## src/rtl/seq_compare.sv

```systemverilog
// rtl/seq_compare.sv - MSB-first multicycle magnitude comparator (lt / eq / slt)
//
// Scans the latched operands C bits per cycle, from the top chunk down.
// Signed compares invert bit W-1 of both operands at latch time, so the scan
// itself is always an unsigned compare.
//
// Build option: SEQ_COMPARE_EARLY_EXIT_EN
//   defined   - finish at the first differing chunk (latency 2 .. W/C+1)
//   undefined - always scan all W/C chunks (latency fixed at W/C+1); the
//               first differing chunk is held in a sticky decided flag
//
// Ports:
//   clk        rising-edge clock
//   rst_n      synchronous active-low reset
//   start      request, accepted in IDLE or DONE
//   a, b       operands [W-1:0], sampled with start
//   is_signed  1 = two's-complement compare, sampled with start
//   busy       high while scanning
//   done       one-cycle result-valid pulse
//   lt, eq     registered a<b / a==b, held until the next done
//   slt        {(W-1)'b0, lt}

module seq_compare #(
   parameter int W = 32,
   parameter int C = 4
) (
   input  logic         clk,
   input  logic         rst_n,
   input  logic         start,
   input  logic [W-1:0] a,
   input  logic [W-1:0] b,
   input  logic         is_signed,
   output logic         busy,
   output logic         done,
   output logic         lt,
   output logic         eq,
   output logic [W-1:0] slt
);

   localparam int N  = W / C;
   localparam int KW = (N > 1) ? $clog2(N) : 1;

   typedef enum logic [1:0] {IDLE = 2'd0, SCAN = 2'd1, DONE = 2'd2} state_t;

   state_t         state_q, state_d;
   logic [W-1:0]   a_q, a_d;
   logic [W-1:0]   b_q, b_d;
   logic [KW-1:0]  k_q, k_d;
   logic           lt_q, lt_d;
   logic           eq_q, eq_d;
   logic [C-1:0]   chunk_a, chunk_b;
   logic           chunk_diff;
   logic           accept;

`ifndef SEQ_COMPARE_EARLY_EXIT_EN
   logic           dec_q, dec_d;        // a differing chunk has been seen
   logic           dec_lt_q, dec_lt_d;  // outcome of that first differing chunk
`endif

   assign accept = start && (state_q == IDLE || state_q == DONE);

   always_comb begin
      chunk_a    = a_q[int'(k_q) * C +: C];
      chunk_b    = b_q[int'(k_q) * C +: C];
      chunk_diff = (chunk_a != chunk_b);
   end

   // state register
   always_ff @(posedge clk) begin
      if (!rst_n) begin
         state_q  <= IDLE;
         a_q      <= '0;
         b_q      <= '0;
         k_q      <= '0;
         lt_q     <= 1'b0;
         eq_q     <= 1'b0;
`ifndef SEQ_COMPARE_EARLY_EXIT_EN
         dec_q    <= 1'b0;
         dec_lt_q <= 1'b0;
`endif
      end else begin
         state_q  <= state_d;
         a_q      <= a_d;
         b_q      <= b_d;
         k_q      <= k_d;
         lt_q     <= lt_d;
         eq_q     <= eq_d;
`ifndef SEQ_COMPARE_EARLY_EXIT_EN
         dec_q    <= dec_d;
         dec_lt_q <= dec_lt_d;
`endif
      end
   end

   // next-state and datapath
   always_comb begin
      state_d = state_q;
      a_d     = a_q;
      b_d     = b_q;
      k_d     = k_q;
      lt_d    = lt_q;
      eq_d    = eq_q;
`ifndef SEQ_COMPARE_EARLY_EXIT_EN
      dec_d    = dec_q;
      dec_lt_d = dec_lt_q;
`endif
      case (state_q)
         IDLE, DONE: begin
            state_d = accept ? SCAN : IDLE;
            if (accept) begin
               // MSB flip maps two's-complement order onto unsigned order
               a_d = a ^ {is_signed, {(W-1){1'b0}}};
               b_d = b ^ {is_signed, {(W-1){1'b0}}};
               k_d = KW'(N - 1);
`ifndef SEQ_COMPARE_EARLY_EXIT_EN
               dec_d    = 1'b0;
               dec_lt_d = 1'b0;
`endif
            end
         end
         SCAN: begin
`ifdef SEQ_COMPARE_EARLY_EXIT_EN
            if (chunk_diff) begin
               state_d = DONE;
               lt_d    = (chunk_a < chunk_b);
               eq_d    = 1'b0;
            end else if (k_q == '0) begin
               state_d = DONE;
               lt_d    = 1'b0;
               eq_d    = 1'b1;
            end else begin
               k_d = k_q - 1'b1;
            end
`else
            if (!dec_q && chunk_diff) begin
               dec_d    = 1'b1;
               dec_lt_d = (chunk_a < chunk_b);
            end
            if (k_q == '0) begin
               state_d = DONE;
               lt_d    = dec_q ? dec_lt_q : (chunk_diff && (chunk_a < chunk_b));
               eq_d    = !dec_q && !chunk_diff;
            end else begin
               k_d = k_q - 1'b1;
            end
`endif
         end
         default: state_d = IDLE;
      endcase
   end

   // outputs decode registered state only
   always_comb begin
      busy = (state_q == SCAN);
      done = (state_q == DONE);
      lt   = lt_q;
      eq   = eq_q;
      slt  = {{(W-1){1'b0}}, lt_q};
   end

endmodule

```

## config.mk

```make
export PLATFORM = sky130hd
export DESIGN_NAME = seq_compare
export DESIGN_NICKNAME = d
export VERILOG_FILES = /design/src/rtl/seq_compare.sv
export SDC_FILE = /design/constraint.sdc
export NUM_CORES = 1
export LEC_CHECK = 0
export BUFFER_PORTS_ARGS = -buffer_cell sky130_fd_sc_hd__buf_2
export CAP_MARGIN = 10
export CORE_MARGIN = 2
export CORE_UTILIZATION = 47
export DETAILED_ROUTE_END_ITERATION = 8
export GPL_TIMING_DRIVEN = 0
export PLACE_DENSITY = 0.76
export SLEW_MARGIN = 40
export SYNTH_ARGS = -nofsm -noshare
export SYNTH_HDL_FRONTEND = slang
export SYNTH_SLANG_ARGS = --single-unit
```

## constraint.sdc

```tcl
create_clock -name clk -period 2.37 [get_ports clk]
set_clock_uncertainty 0.05 [all_clocks]
set_input_delay 0.474 -clock clk [delete_from_list [all_inputs] [get_ports clk]]
set_output_delay 0.474 -clock clk [all_outputs]
set_load 0.02 [all_outputs]
```

# ---- After elaboration in Yosys (flattened, before gate mapping)
# Index checks and enable logic that the tools add are counted.
dict set report word_totals {
  word_cells 48
  regBits 73
  input_bits 68
  output_inout_bits 36
}
dict set report op_classes {
  n_shift 2
  n_lt_le_gt_ge 1
  n_addsub 1
  reduce_logical 15
  n_eq_ne 7
  n_bitwise 2
  muxes 12
}
# cell n
set op_table {}
lappend op_table {{32-bit by 6-bit variable part select with 4-bit output} 2}
lappend op_table {{32-bit XOR} 2}
lappend op_table {{3-bit two-way mux} 2}
lappend op_table {{3-bit case mux with 2 select lines} 1}
lappend op_table {{3-bit AND reduction} 2}
lappend op_table {{1-bit two-way mux} 5}
lappend op_table {{1-bit logical AND} 4}
lappend op_table {{4-bit less-than comparator} 1}
lappend op_table {{2-bit by 1-bit inequality test with 1-bit output, second input constant} 2}
lappend op_table {{2-bit inequality test, second input constant} 2}
lappend op_table {{4-bit inequality test} 1}
lappend op_table {{1-bit case mux with 2 select lines} 2}
lappend op_table {{2-bit case mux with 2 select lines} 1}
lappend op_table {{2-bit AND reduction} 2}
lappend op_table {{3-bit zero test} 1}
lappend op_table {{3-bit by 1-bit subtractor with 3-bit output, second input constant} 1}
lappend op_table {{2-bit by 1-bit == test with 1-bit output, second input constant} 1}
lappend op_table {{2-bit == test, second input constant} 1}
lappend op_table {{1-bit zero test} 2}
lappend op_table {{2-bit zero test} 1}
lappend op_table {{2-bit two-way mux} 1}
lappend op_table {{2-bit nonzero test} 1}
lappend op_table {{2-bit OR reduction} 1}
lappend op_table {{1-bit logical OR} 1}

# ---- Depth between registers and ports, before layout
dict set report logic_depth {
  depth_word 5
  depth_mapped 9
  depth_no_buf 7
}

# ---- Worst setup path before layout
# Ideal clock, no wire load.
dict set report synth_timing {
  path_kind {register to register}
  from {reg k_q[0]}
  to {reg lt_q, in the netlist lt}
  stages_incl_launch_ff 9
  path_buffers 1
  setup_slack_ns -0.092
  arrival_time_ns 2.338
  setup_ns 0.074
  required_ns 2.246
  period_less_slack_ns 2.462
  cell_sequence {dfxtp_1 buf_6 mux4_1 mux2_2 ha_1 o21ai_0 a21oi_1 or4b_1 a31oi_1}
}
dict set report synth_via {
  elab_chain_len 4
  elab_cells_between_ends 8
  classes_between {order compare (1); eq/ne (1); shift (2); mux (1); reduce/logical (3)}
}
# item line_no
set synth_lines {}
lappend synth_lines {{start: declaration} 48} ;# logic [KW-1:0] k_q, k_d;
lappend synth_lines {{start signal: assignment} 85} ;# k_q <= k_d;
lappend synth_lines {{32-bit by 6-bit variable part select with 4-bit output, on equally long branches} {63, 64}}
lappend synth_lines {{4-bit less-than comparator or 4-bit inequality test (tied branches)} {141, 65}}
lappend synth_lines {{1-bit logical AND} 141} ;# lt_d = dec_q ? dec_lt_q : (chunk_diff && (chunk_a < chunk_b));
lappend synth_lines {{1-bit two-way mux} 141}
lappend synth_lines {{end signal: assignment} 86} ;# lt_q <= lt_d;
lappend synth_lines {{end: declaration} 49} ;# logic lt_q, lt_d;
# Parallel ways exist; a longest one is shown, timed or not.
# A chain may end at the register's enable or synchronous reset.

# ---- Worst setup path in the final report
# Ends and elaborated chain as after synthesis.

==> results_dict.tcl <==
set metrics [dict create \
    drive_gt1_share_pct 33.8 \
    ys_seq_area_share_pct 40.5 \
    ant_nets 0 \
    setup_viol 2 \
    synth_top_area_share_pct 40.5 \
    via_count 2981 \
    ctsRootBufferMaster "clkbuf_8" \
    path_cells "buf_12, buf_12, mux4_2, mux2i_2, ha_4, nand4_1, or4b_4, a31oi_4" \
    intPower_mw 2.17 \
    power.leakage_nw 2.00 \
    syn_avg_cell_area_um2 9.16 \
    grt_pass1_vias 2856 \
    setup_ws_ns -0.236 \
    pwr-share-comb_pct 24.2 \
    timing.fmax_ghz 0.384 \
    path_common_cell "buf_12" \
    fillers 615 \
    critPathLaunchType "register" \
    p_per_area_nw_per_um2 682 \
    cp_data_required_time_ns 2.61 \
    netlist_instances 394 \
    hold_class "primary input to register" \
    ys_ff_latch 73 \
    ys_types 36 \
    synthFlopType "dfxtp_1" \
    dr.pass1.iters 4 \
    coreArea_um2 7330 \
    ir_drop_v 0.000419 \
    max_slew.worst_pin.slew_ns 0.552 \
    tns_ns -0.411 \
    clock_sink_count 73 \
    area_growth_pct 27.2 \
    crit_slowest_cell "or4b_4" \
    cp_data_arrival_time_ns 2.85 \
    cp_top_family "multiplexers" \
    endpoint_kind "register" \
    grt_overflow_total 0 \
    cts-htree-levels 3 \
    place_congestion 0.814 \
    drc 0 \
    synth_area_leaders "dfxtp_1 (40%), nand2_1 (14%), a21boi_0 (12%), buf_4 (6.9%), mux4_2 (5.6%)" \
    gr-usage-all-layers_pct 21.3 \
    synth_warnings 0 \
    criticalPathCategory "register to register" \
    slew_viol_final 0 \
    clkSlewWorstSetupHoldPaths_ns 0.09 \
    wl_per_cell_um 14.2 \
    cts_buffers 9 \
    grt_pass1_wl_um 13800 \
    drt_iter0_markers 181 \
    yosys.area.top_type "dfxtp_1" \
    worst-path-buf-inv 2 \
    portBuffers 71 \
    rsz0062_at_grt "yes" \
    mappedNetlistArea_um2 3610 \
    die_w_um 91.6 \
    wirelength_um 8730 \
    fin_area_um2 4590 \
    dp_hpwl_um 6170 \
    cts_tree "yes" \
    p_seq_share_pct 43.6 \
    postPlaceCellArea_um2 4220 \
    synth_edf_count 0 \
    slowest_delay_ns 0.51 \
    maxCapViolCount 0 \
    r2r_slack_ns -0.24 \
    holdBufCountCts 0 \
    num_antenna_cells 0 \
    rows 31 \
    antenna_found_initial 0 \
    swShare_pct 30.5 \
    cts_buffer_depth 2 \
    async_flop_share_pct 0 \
    die-area_um2 8390 \
    vias_per_cell 4.86 \
    outcome "complete, but fails checks" \
    io_pins 104 \
    violations "negative setup slack" \
    final_nets 584 \
    worst-path-max-fanout 5 \
    finalHoldViolations 0 \
    min_period_over_period_pct 110 \
    slew_headroom_pct 63.2 \
    insertion_delay_ns 0.37 \
    grt_max_degree 15 \
    start_util_pct 49.2 \
    p_switching_uw 955 \
    finalCriticalPeriod_ns 2.61 \
    die_y_um 91.6 \
    clkPwrFrac_pct 32.3 \
]
## final cells by class
class | instances | area (um2) | share of cell area (%)
Buffer | 61 | 412 | 8.97
Clock buffer | 9 | 124 | 2.70
Clock inverter | 7 | 77.6 | 1.69
Inverter | 2 | 7.51 | 0.164
Multi-Input combinational cell | 288 | 1960 | 42.8
Sequential cell | 73 | 1470 | 31.9
Tap cell | 99 | 124 | 2.70
Timing Repair Buffer | 75 | 418 | 9.10
## cell usage after synthesis (3+ instances only)
cell type / instances
mux4_1: 7
o211a_1: 3
dfxtp_1: 73
a21boi_1: 4
mux2i_1: 5
mux4_2: 9
clkbuf_1: 13
nor2b_1: 4
buf_2: 12
a21boi_0: 59
nand2_1: 130
nor2_1: 3
buf_4: 33
mux2_2: 4
ha_1: 6
## cell usage in the layout (no fill, tap or decap), drive strengths merged
cell type / Yosys / layout
nand2: 130 / 130
nor2b: 4 / 4
nand3b: 1 / 1
a41o: 1 / 1
dfxtp: 73 / 73
o21ai: 2 / 2
mux2: 4 / 4
nor4b: 1 / 1
nor3b: 1 / 1
mux2i: 5 / 5
a311o: 1 / 1
bufinv: 0 / 1
nor2: 3 / 3
ha: 6 / 6
clkbuf: 14 / 23
or4b: 1 / 1
nand4: 1 / 1
nand3: 2 / 2
and3: 1 / 1
a21oi: 2 / 2
buf: 47 / 122
inv: 2 / 4
conb: 1 / 31
o31a: 1 / 1
clkinvlp: 0 / 4
a21boi: 63 / 63
a31oi: 1 / 1
o211a: 3 / 3
and2: 2 / 2
xnor2: 2 / 2
mux4: 16 / 16
nand2b: 3 / 3
## per-stage QoR
step	worst slack (ns)	instances	utilization, %	hold slack (ns)	total power, mW
5_1_grt	-0.272	614	62.6	0.298	3.26
3_5_place_dp	-0.310	594	57.6	0.399	2.01
2_1_floorplan	-0.0284	424	-	0.380	1.83
6_report	-0.236	614	62.6	0.294	3.13
4_1_cts	-0.246	614	61.9	0.299	3.07
3_3_place_gp	-0.248	594	57.6	0.392	1.99
## sequential cells by signal, summed over array words and instances, names as in the netlist
name      cells
state_q       2
dec_q         1
lt            1
eq            1
a_q          32
dec_lt_q      1
b_q          32
k_q           3
## final timing paths
path,from,depth (start not counted),end
max,k_q[0],8,lt
max reg2reg,k_q[0],8,lt
min reg2reg,b_q[15],2,b_q[15]
min,a[16],3,a_q[16]
## per-layer routing
metal | vias to the layer above | global-route usage [%] | share of wire [%]
met5 | - | 0 | 0
met4 | 0 | 9.34 | 2.5
met3 | 21 | 3.94 | 6.4
met2 | 98 | 36.5 | 50
met1 | 1374 | 26.2 | 41
li1 | 1488 | - | -
## power groups by stage
stage / clock (mW) / combinational, mW / sequential, mW
after floorplan: 0 / 0.463 / 1.37
after global placement: 0 / 0.610 / 1.38
after detailed placement: 0 / 0.629 / 1.38
after CTS: 0.999 / 0.714 / 1.36
after global routing: 1.07 / 0.817 / 1.37
final: 1.01 / 0.756 / 1.36
## tightest hold or removal path: stages
cell      delay (ns)
buf_2           0.10
nand2_1         0.04
a21boi_0        0.06
## timing repair
item                                    CTS  global route
resized for setup                        21            11
gates cloned                              1             0
setup buffers                             3             0
endpoints found under the setup margin    4             4
pin swaps                                 4             4
## logic make-up (layout without fill, tap and decap cells)
family	count (synthesis)	count (layout)	synth area share, %
other cells	1	31	0.104
xor+xnor	2	2	0.486
buf+inv	63	154	10.9
mux	25	25	13.3
flops	73	73	40.5
fa+ha+maj	6	6	2.08
simple gates	150	150	17.2
compound gates	74	74	15.5
Note: power is estimated with default switching activity, not from simulation.
